`src/rtl/fp_shift_pkg.sv`:
```
// Shared types and constants for the FP mantissa alignment shifter and the
// FP add/sub control FSM that drives it.
package fp_shift_pkg;

  typedef enum logic [1:0] {
    IDLE  = 2'd0,
    SHIFT = 2'd1,
    DONE  = 2'd2
  } state_e;

  localparam logic DIR_RIGHT = 1'b0;
  localparam logic DIR_LEFT  = 1'b1;

  localparam int DEF_WIDTH = 27;
  localparam int DEF_CNT_W = 5;

  // Whether the shift about to be applied with this remaining count is the final one.
  function automatic logic last_shift(input logic [DEF_CNT_W-1:0] count);
    return count == DEF_CNT_W'(1);
  endfunction

endpackage

```
`src/rtl/shift_reg_lr.sv`:
```
// Loadable WIDTH-bit shift register: parallel load has priority, otherwise
// one-bit left/right shift with ser_in filling the vacated end.
module shift_reg_lr
  import fp_shift_pkg::*;
#(
  parameter int WIDTH = DEF_WIDTH
) (
  input  logic             clk,
  input  logic             rst,
  input  logic             load,
  input  logic [WIDTH-1:0] load_data,
  input  logic             shift,
  input  logic             dir,
  input  logic             ser_in,
  output logic [WIDTH-1:0] q
);

  logic [WIDTH-1:0] q_q;
  logic [WIDTH-1:0] q_d;

  always_comb begin
    q_d = q_q;
    if (load) begin
      q_d = load_data;
    end else if (shift) begin
      if (dir == DIR_LEFT) begin
        q_d = {q_q[WIDTH-2:0], ser_in};
      end else begin
        q_d = {ser_in, q_q[WIDTH-1:1]};
      end
    end
  end

  always_ff @(posedge clk or posedge rst) begin
    if (rst) begin
      q_q <= '0;
    end else begin
      q_q <= q_d;
    end
  end

  assign q = q_q;

endmodule

```
`src/rtl/seq_align_shifter.sv`:
```
// Multi-cycle mantissa alignment shifter: start/busy/done handshake, per-cycle
// enabled single-bit shifts, and sticky accumulation on right shifts.
module seq_align_shifter
  import fp_shift_pkg::*;
#(
  parameter int WIDTH = DEF_WIDTH,
  parameter int CNT_W = DEF_CNT_W
) (
  input  logic             clk,
  input  logic             rst,
  input  logic             start,
  input  logic [WIDTH-1:0] load_data,
  input  logic [CNT_W-1:0] shamt,
  input  logic             dir,
  input  logic             ser_in,
  input  logic             en,
  output logic [WIDTH-1:0] data_out,
  output logic             sticky,
  output logic             busy,
  output logic             done
);

  state_e           state_q;
  logic [CNT_W-1:0] count_q;
  logic             dir_q;
  logic             sticky_q;
  logic             busy_q;
  logic             done_q;

  logic             load_d;
  logic             shift_d;
  logic [WIDTH-1:0] data_q;

  assign load_d  = (state_q == IDLE) && start;
  assign shift_d = (state_q == SHIFT) && en;

  shift_reg_lr #(
    .WIDTH(WIDTH)
  ) u_shreg (
    .clk      (clk),
    .rst      (rst),
    .load     (load_d),
    .load_data(load_data),
    .shift    (shift_d),
    .dir      (dir_q),
    .ser_in   (ser_in),
    .q        (data_q)
  );

  // done is a registered one-cycle pulse raised on every entry into DONE.
  always_ff @(posedge clk or posedge rst) begin
    if (rst) begin
      state_q  <= IDLE;
      count_q  <= '0;
      dir_q    <= DIR_RIGHT;
      sticky_q <= 1'b0;
      busy_q   <= 1'b0;
      done_q   <= 1'b0;
    end else begin
      done_q <= 1'b0;
      case (state_q)
        IDLE: begin
          if (start) begin
            count_q  <= shamt;
            dir_q    <= dir;
            sticky_q <= 1'b0;
            busy_q   <= 1'b1;
            if (shamt == '0) begin
              state_q <= DONE;
              done_q  <= 1'b1;
            end else begin
              state_q <= SHIFT;
            end
          end
        end
        SHIFT: begin
          if (en) begin
            count_q <= count_q - CNT_W'(1);
            if (dir_q == DIR_RIGHT) begin
              sticky_q <= sticky_q | data_q[0];
            end
            if (count_q == CNT_W'(1)) begin
              state_q <= DONE;
              done_q  <= 1'b1;
            end
          end
        end
        DONE: begin
          state_q <= IDLE;
          busy_q  <= 1'b0;
        end
        default: begin
          state_q <= IDLE;
          busy_q  <= 1'b0;
        end
      endcase
    end
  end

  assign data_out = data_q;
  assign sticky   = sticky_q;
  assign busy     = busy_q;
  assign done     = done_q;

endmodule

```
`config.mk`:
```
export PLATFORM = sky130hd
export DESIGN_NAME = seq_align_shifter
export DESIGN_NICKNAME = d
export VERILOG_FILES = /design/src/rtl/fp_shift_pkg.sv /design/src/rtl/shift_reg_lr.sv /design/src/rtl/seq_align_shifter.sv
export SDC_FILE = /design/constraint.sdc
export NUM_CORES = 1
export LEC_CHECK = 0
export ABC_AREA = 1
export CAP_MARGIN = 0
export CORE_MARGIN = 2
export CORE_UTILIZATION = 47
export CTS_CLUSTER_SIZE = 28
export DETAILED_ROUTE_END_ITERATION = 10
export PLACE_DENSITY = 0.88
export SETUP_SLACK_MARGIN = 0.4
export SLEW_MARGIN = 10
export SYNTH_ARGS = -nofsm -noshare
export SYNTH_HDL_FRONTEND = slang
export SYNTH_SLANG_ARGS = --single-unit
```
`constraint.sdc`:
```
create_clock -name clk -period 1.3 [get_ports clk]
set_input_delay 0.26 -clock clk [delete_from_list [all_inputs] [get_ports clk]]
set_output_delay 0.26 -clock clk [all_outputs]
set_load 0.1 [all_outputs]
```
==> results of run 1 <==
==> power by group through the flow <==
| stage | sequential (uW) | clock (uW) | combinational (uW) |
|---|---|---|---|
| after floorplan | 4490 | 0 | 1950 |
| after global placement | 2440 | 0 | 6090 |
| after detailed placement | 2460 | 0 | 6250 |
| after CTS | 2310 | 864 | 7010 |
| after global routing | 2360 | 912 | 7860 |
| final | 2330 | 885 | 7450 |
==> cells by family after synthesis <==
group,share of synthesized area
simple gates,0.407
buf+inv,0.0960
flops,0.417
compound gates,0.0692
fa+ha+maj,0.0110
==> worst min-delay path by stage <==
stage	startpoint	end	slack, ns	cells after the start
finish	rst	u_shreg.q[21]	0.34	3
floorplan	rst	busy	0.23	1
global route	rst	u_shreg.q[13]	0.37	3
detailed placement	count_q[2]	count_q[2]	0.55	2
global placement	count_q[2]	count_q[2]	0.51	2
CTS	rst	u_shreg.q[13]	0.35	3
==> per-layer routing <==
metal / vias to the layer above / global-route usage / routed length, um
met2: 213 / 0.516 / 4100
met4: 0 / 0.170 / 357
met5: - / 0 / 0
met3: 36 / 0.0754 / 754
li1: 1283 / - / -
met1: 1341 / 0.395 / 3260
==> flip-flops by register name (all words and copies together) (netlist names) <==
name       count
done           1
u_shreg.q     27
busy           1
state_q        2
sticky         1
dir_q          1
count_q        5
==> worst max-delay path, delay by kind of cell, from the launching register on <==
family / cells / cell delay [ns]
buffers and inverters: 3 / 0.37
flip-flops: 1 / 0.42
AND/OR/NAND/NOR: 5 / 0.42
==> metrics by stage <==
stage / std cells / area (sq um) / setup WS [ns]
6_report: 507 / 3980 / -0.0247
5_1_grt: 507 / 3980 / -0.0968
4_1_cts: 503 / 3910 / 0.0411
3_5_place_dp: 466 / 3520 / -0.235
3_3_place_gp: 466 / 3520 / -0.185
2_1_floorplan: 344 / 2420 / 0.133
==> cell usage in the layout (no fill, tap or decap), drive strengths merged <==
master         count
buf               80
nor2              20
o21bai             1
o22ai              2
ha                 2
clkinvlp           1
nand3             40
nand2            158
clkbuf             7
nand3b             3
dfrtp             38
a21oi              1
o211ai             1
clkinv             1
or2                3
inv               33
o21ai             25
clkdlybuf4s50     37
==> what timing repair did <==
action / 4_1_cts / 5_1_grt
gates resized for setup: 20 / 10
pin swaps: 1 / 2
setup buffers: 29 / 4
setup endpoints to repair: 68 / 68
==> final cells by class <==
cell class / count / area [sq um]
clock buffer: 7 / 86.3
clock inverter: 1 / 5.00
fill: 231 / 717
inverter: 34 / 136
multi-input combinational: 256 / 1210
sequential: 38 / 1060
tap: 54 / 67.6
timing repair buffer: 117 / 1410
==> results.md, run 1 <==
- Antenna violations before repair: 0
- Top post-synthesis cells by area: dfrtp_1 (42%), nand2_1 (26%), nand3_1 (8.8%), inv_1 (5.3%), o21ai_0 (3.7%)
- Worst-path fanout max: 9
- Core box area: 4690 sq um
- Clock transition at the registers of the reported paths: about 0.080 ns
- Power per Cell Area: 2680 nW/um^2
- Max_cap viols: 0
- Count of final setup violators: 2
- # diodes: 0
- Clock power frac: 0.083
- Flop-to-flop setup slack: -0.02 ns
- Final Hold Vio Count: 0
- Failing checks: negative setup slack
- Arrival time at the worst endpoint: roughly 1.5 ns
- Sequential share of the synthesized area: 0.417
- Number of distinct library cells after synthesis: 21
- WL/cell: 16.7 um
- CTS sink count: 38
- Min cycle time layout: 1.32 ns
- Status: finished with violations
- Vias per cell: 5.67
- Warnings from Yosys: 0
- # nets final: about 500
- Initial Util: 0.486
- Final setup TNS: -0.0272 ns
- Total track usage: 0.320
- Die Area: around 5400 sq um
- Setup ws final: -0.0247 ns
- Layout cells sized above 1: 0.318
- Area leader, netlist: dfrtp_1
- Crit path largest cell delay: 0.42 ns
- Antenna Nets Post-Route: 0
- CTS Hold Bufs: 0
- Switching share of total power: 0.525
- VDD IR max: 1.85 mV
- Lkg Pwr: 0.00190 uW
- Most frequent cells after synthesis: nand2_1 (156), nand3_1 (40), dfrtp_1 (38)
- # DRC: 0
- Final WL: 8.47 mm
- CP Capture Type: flip-flop
- Main synth FF type: dfrtp_1
- Cells after synthesis: 344
- Cell Rows: 25
- Synth Cell Area: 2280 sq um
- R2r worst-path depth: 8
- Worst path required time: 1.49 ns
- Pin count of the biggest net entering global routing: 39
- CP cell instances: buf_4 -> nand3_4 -> nand2_8 -> buf_12 -> nand2_1 -> nand2_1 -> nand2_1 -> inv_1
- Max Slew Vio Count: 0
- Grt ovf: 0
- Combinational fraction of design power: 0.699
- Routability Congestion: 0.859
- Max Fclk: 755 MHz
- Total power after layout: 10700 uW
- Post-synthesis register bit count: 38
- Syn_nets: 384
- Most used cell, CP: nand2_1
- Most frequent cell after synthesis: nand2_1
- Worst hold slack: between 0.3 and 0.4 ns
- Critical path's slowest cell: dfrtp_1
- DRT Pass-1 Iters: 5
- I/O pin count: 68
- Worst flop-to-flop path endpoint: count_q[4]
- P&R area growth vs syn: 74.4%
- Worst slew margin: 0.832
- Vias in the first global route: 2719
- CTS root buf: clkbuf_8
- Via count: 2873
- Worst setup path end: count_q[4]
- RSZ-0062 raised after global routing: yes
- I/O Buffers: 67
- Htree depth: 2
- Die height: 73.6 um
- Post-Route Skew: 0.00654 ns
- Internal cell power: 5060 uW
- Slew @ Worst Pin: 0.251 ns
- Top-area cell type share of the netlist area: 0.417
- Flop pwr share: 0.218
- Post-synth EDFFs: 0
- Critical Path Source: state_q[0]
- Hold Crit Class: input port to async pin
- Syn_area_per_cell: 6.63 sq um
- Net Sw Power: 5600 uW
- CTS max path bufs: 2
- FF-to-FF Start: state_q[0]
- Worst Setup Start Kind: flip-flop
- Fin util: 0.847
- First-pass GRT wire length: 13.1 mm
- TritonCTS Buffers: 5
- Hpwl dp: 4.71 mm
- Die W: 73.6 um
- Worst setup path class: flip-flop to flip-flop
- Worst skew pair latency: 0.30 ns
- Fin crit share: 1.02
- Iteration-0 DRC count of the detailed router: 376
- CTS tree: done
- Post-synth ARST share: 1.00
(Power assumes the default switching activity.)
==> run 2, diff against run 1 <==
--- a/constraint.sdc
+++ b/constraint.sdc
@@ -3,2 +3,2 @@
 set_output_delay 0.26 -clock clk [all_outputs]
-set_load 0.1 [all_outputs]
+set_load 0.02 [all_outputs]
==> run 2 against run 1 <==
Against the previous run:
- routed wire length up 16%
- die area unchanged
- setup slack lost 0.095 ns
- register-to-register slack got worse by 0.09 ns
- combinational power is 19% lower
- clock power increased by 48%
- the flow still finishes with violations (negative setup slack)
- global-route usage grew 1.2 points
- core utilization rose by 2.3 points
- largest cell class unchanged
- via count increased by 7.4%
==> results.md, run 2 (synthesized netlist as in run 1, its figures left out) <==
- Max Fclk: between 700 and 800 MHz
- CTS max path bufs: 2
- Iteration-0 DRC count of the detailed router: roughly 400
- Antenna Nets Post-Route: 0
- # diodes: 0
- Die Area: 5420 sq um
- FF-to-FF Start: state_q[1]
- WL/cell: 18.8 um
- VDD IR max: 1.39 mV
- CTS root buf: clkbuf_8
- Net Sw Power: 4110 uW
- Worst path required time: 1.56 ns
- Via count: 3087
- Internal cell power: 5250 uW
- CP Buf/Inv Count: 3
- Status: finished with violations
- Setup ws final: -0.119 ns
- Worst Setup Start Kind: flip-flop
- Final std cells w/o fill: 524
- Worst setup path class: flip-flop to flip-flop
- First-pass GRT wire length: 13.4 mm
- Pin count of the biggest net entering global routing: 39
- Min cycle time layout: 1.42 ns
- Die height: 73.6 um
- Clock power frac: 0.140
- # DRC: 0
- Vias in the first global route: 2858
- Pre-CTS WS: -0.251 ns
- Post-Route Skew: about 0.017 ns
- Hold Crit Class: input port to async pin
- Critical path's slowest cell: dfrtp_1
- Worst flop-to-flop path endpoint: count_q[4]
- I/O Buffers: 67
- Met3 routed WL: a little under 1 mm
- Cell Rows: 25
- CP Capture Type: flip-flop
- Die W: 73.6 um
- Vias per cell: 5.89
- Clock transition at the registers of the reported paths: 0.09 ns
- # fillers: 209
- Worst-path fanout max: 6
- Crit path largest cell delay: 0.45 ns
- CTS tree: done
- Flop pwr share: 0.217
- Hpwl dp: 4.48 mm
- Routability Congestion: 0.856
- I/O pin count: 68
- Fin crit share: 1.09
- Max reg flops: 27
- # nets final: 509
- Htree depth: 2
- Placed Instances: between 400 and 500
- Most common cell after layout, fill and taps aside: nand2_1
- Lkg Pwr: 0.00211 uW
- Delay-heaviest family, CP: simple AND/OR/NAND/NOR gates
- Initial Util: 0.486
- Multi-input logic area: 1360 sq um
- Slew @ Worst Pin: 0.287 ns
- Switching share of total power: 0.439
- FF+latch area: approximately 950 sq um
- Wl on met1: 3.50 mm
- Final WL: about 9.8 mm
- Worst skew pair latency: around 0.31 ns
- DRT Pass-1 Iters: 5
- Grt ovf: 0
- P&R area growth vs syn: 79.1%
- Combinational fraction of design power: 0.643
- Final Hold Vio Count: 0
- Failing checks: negative setup slack
- R2r worst-path depth: 9
- Max Slew Vio Count: 0
- RSZ-0062 raised after global routing: yes
- Layout cells sized above 1: 0.334
- Flop-to-flop setup slack: -0.12 ns
- TritonCTS Buffers: 5
- Antenna violations before repair: 0
- Core box area: roughly 4700 sq um
- Arrival time at the worst endpoint: 1.68 ns
- Worst slew margin: 0.808
- Post-route cell area: 4080 sq um
- CTS Hold Bufs: 0
- Commonest cells after routing, fill and taps aside: nand2_1 (145), buf_4 (46), dfrtp_1 (37), buf_6 (37), clkdlybuf4s50_1 (36)
- Max_cap viols: 0
- Placed cell areas: approximately 3300 sq um
- Total track usage: 0.332
- Uppermost routed layer: met4
- CTS sink count: 38
- Power per Cell Area: around 2300 nW/um^2
- Count of final setup violators: 34
- CP cell instances: nor2_4 -> nand2_4 -> nand2_8 -> buf_12 -> buf_12 -> nand2_2 -> nand2_1 -> nand2_1 -> inv_1
- Final setup TNS: -2.17 ns
- DR WL met2: around 4.7 mm
==> run 2: worst min-delay path, stage by stage <==
cell and delay (ns):
clkdlybuf4s50_1 0.44, clkinvlp_4 0.10, buf_12 0.23
==> run 2: routing by layer <==
metal  global-route usage  vias up
met3               0.0727       66
met2                0.550      257
met5                    0        -
met1                0.397     1439
li1                     -     1325
met4                0.188        0
==> run 2: stage by stage <==
stage / total power (uW) / hold WS [ns] / util
6_report: 9360 / 0.334 / 0.870
5_1_grt: 9730 / 0.352 / 0.870
4_1_cts: 8310 / 0.359 / 0.821
3_5_place_dp: 6070 / 0.500 / 0.698
3_3_place_gp: 5940 / 0.476 / 0.698
2_1_floorplan: 4320 / 0.226 / -
==> run 2: power groups by stage <==
stage / Sequential, uW / Clock, uW / Combinational, uW
floorplan: 2360 / 0 / 1960
global placement: 1940 / 0 / 4000
detailed placement: 1950 / 0 / 4120
global route: 2060 / 1350 / 6320
CTS: 1980 / 1270 / 5070
finish: 2030 / 1310 / 6020
==> run 2: final cells by class <==
type / instances / area share
well taps: 54 / 0.0165
repair buffers: 133 / 0.349
inverters: 34 / 0.0340
flip-flops and latches: 38 / 0.233
clock inverters: 2 / 0.0147
multi-input cells: 257 / 0.333
clock buffers: 6 / 0.0202
==> run 2: worst max-delay path by stage <==
stage | start | end | slack, ns | depth (start not counted)
detailed placement | start | u_shreg.q[19] | -0.25 | 6
global placement | start | u_shreg.q[18] | -0.16 | 6
floorplan | state_q[1] | u_shreg.q[5] | 0.16 | 6
global route | state_q[1] | count_q[4] | -0.18 | 9
CTS | state_q[0] | count_q[3] | 0.008 | 9
finish | state_q[1] | count_q[4] | -0.12 | 9
==> run 2: repair_timing <==
item                                    CTS  global route
hold endpoints to repair                  0             0
endpoints found under the setup margin   67            68
pin swaps                                17            22
gates resized for setup                 206            44
buffers inserted                         24             2
cloned                                    4             2
==> run 3, diff against run 2 <==
CTS_BUF_LIST = sky130_fd_sc_hd__clkbuf_8 sky130_fd_sc_hd__clkbuf_16   (was unset)
==> results of run 3 <==
The final DEF is identical to that of run 2; final timing and power are the same.
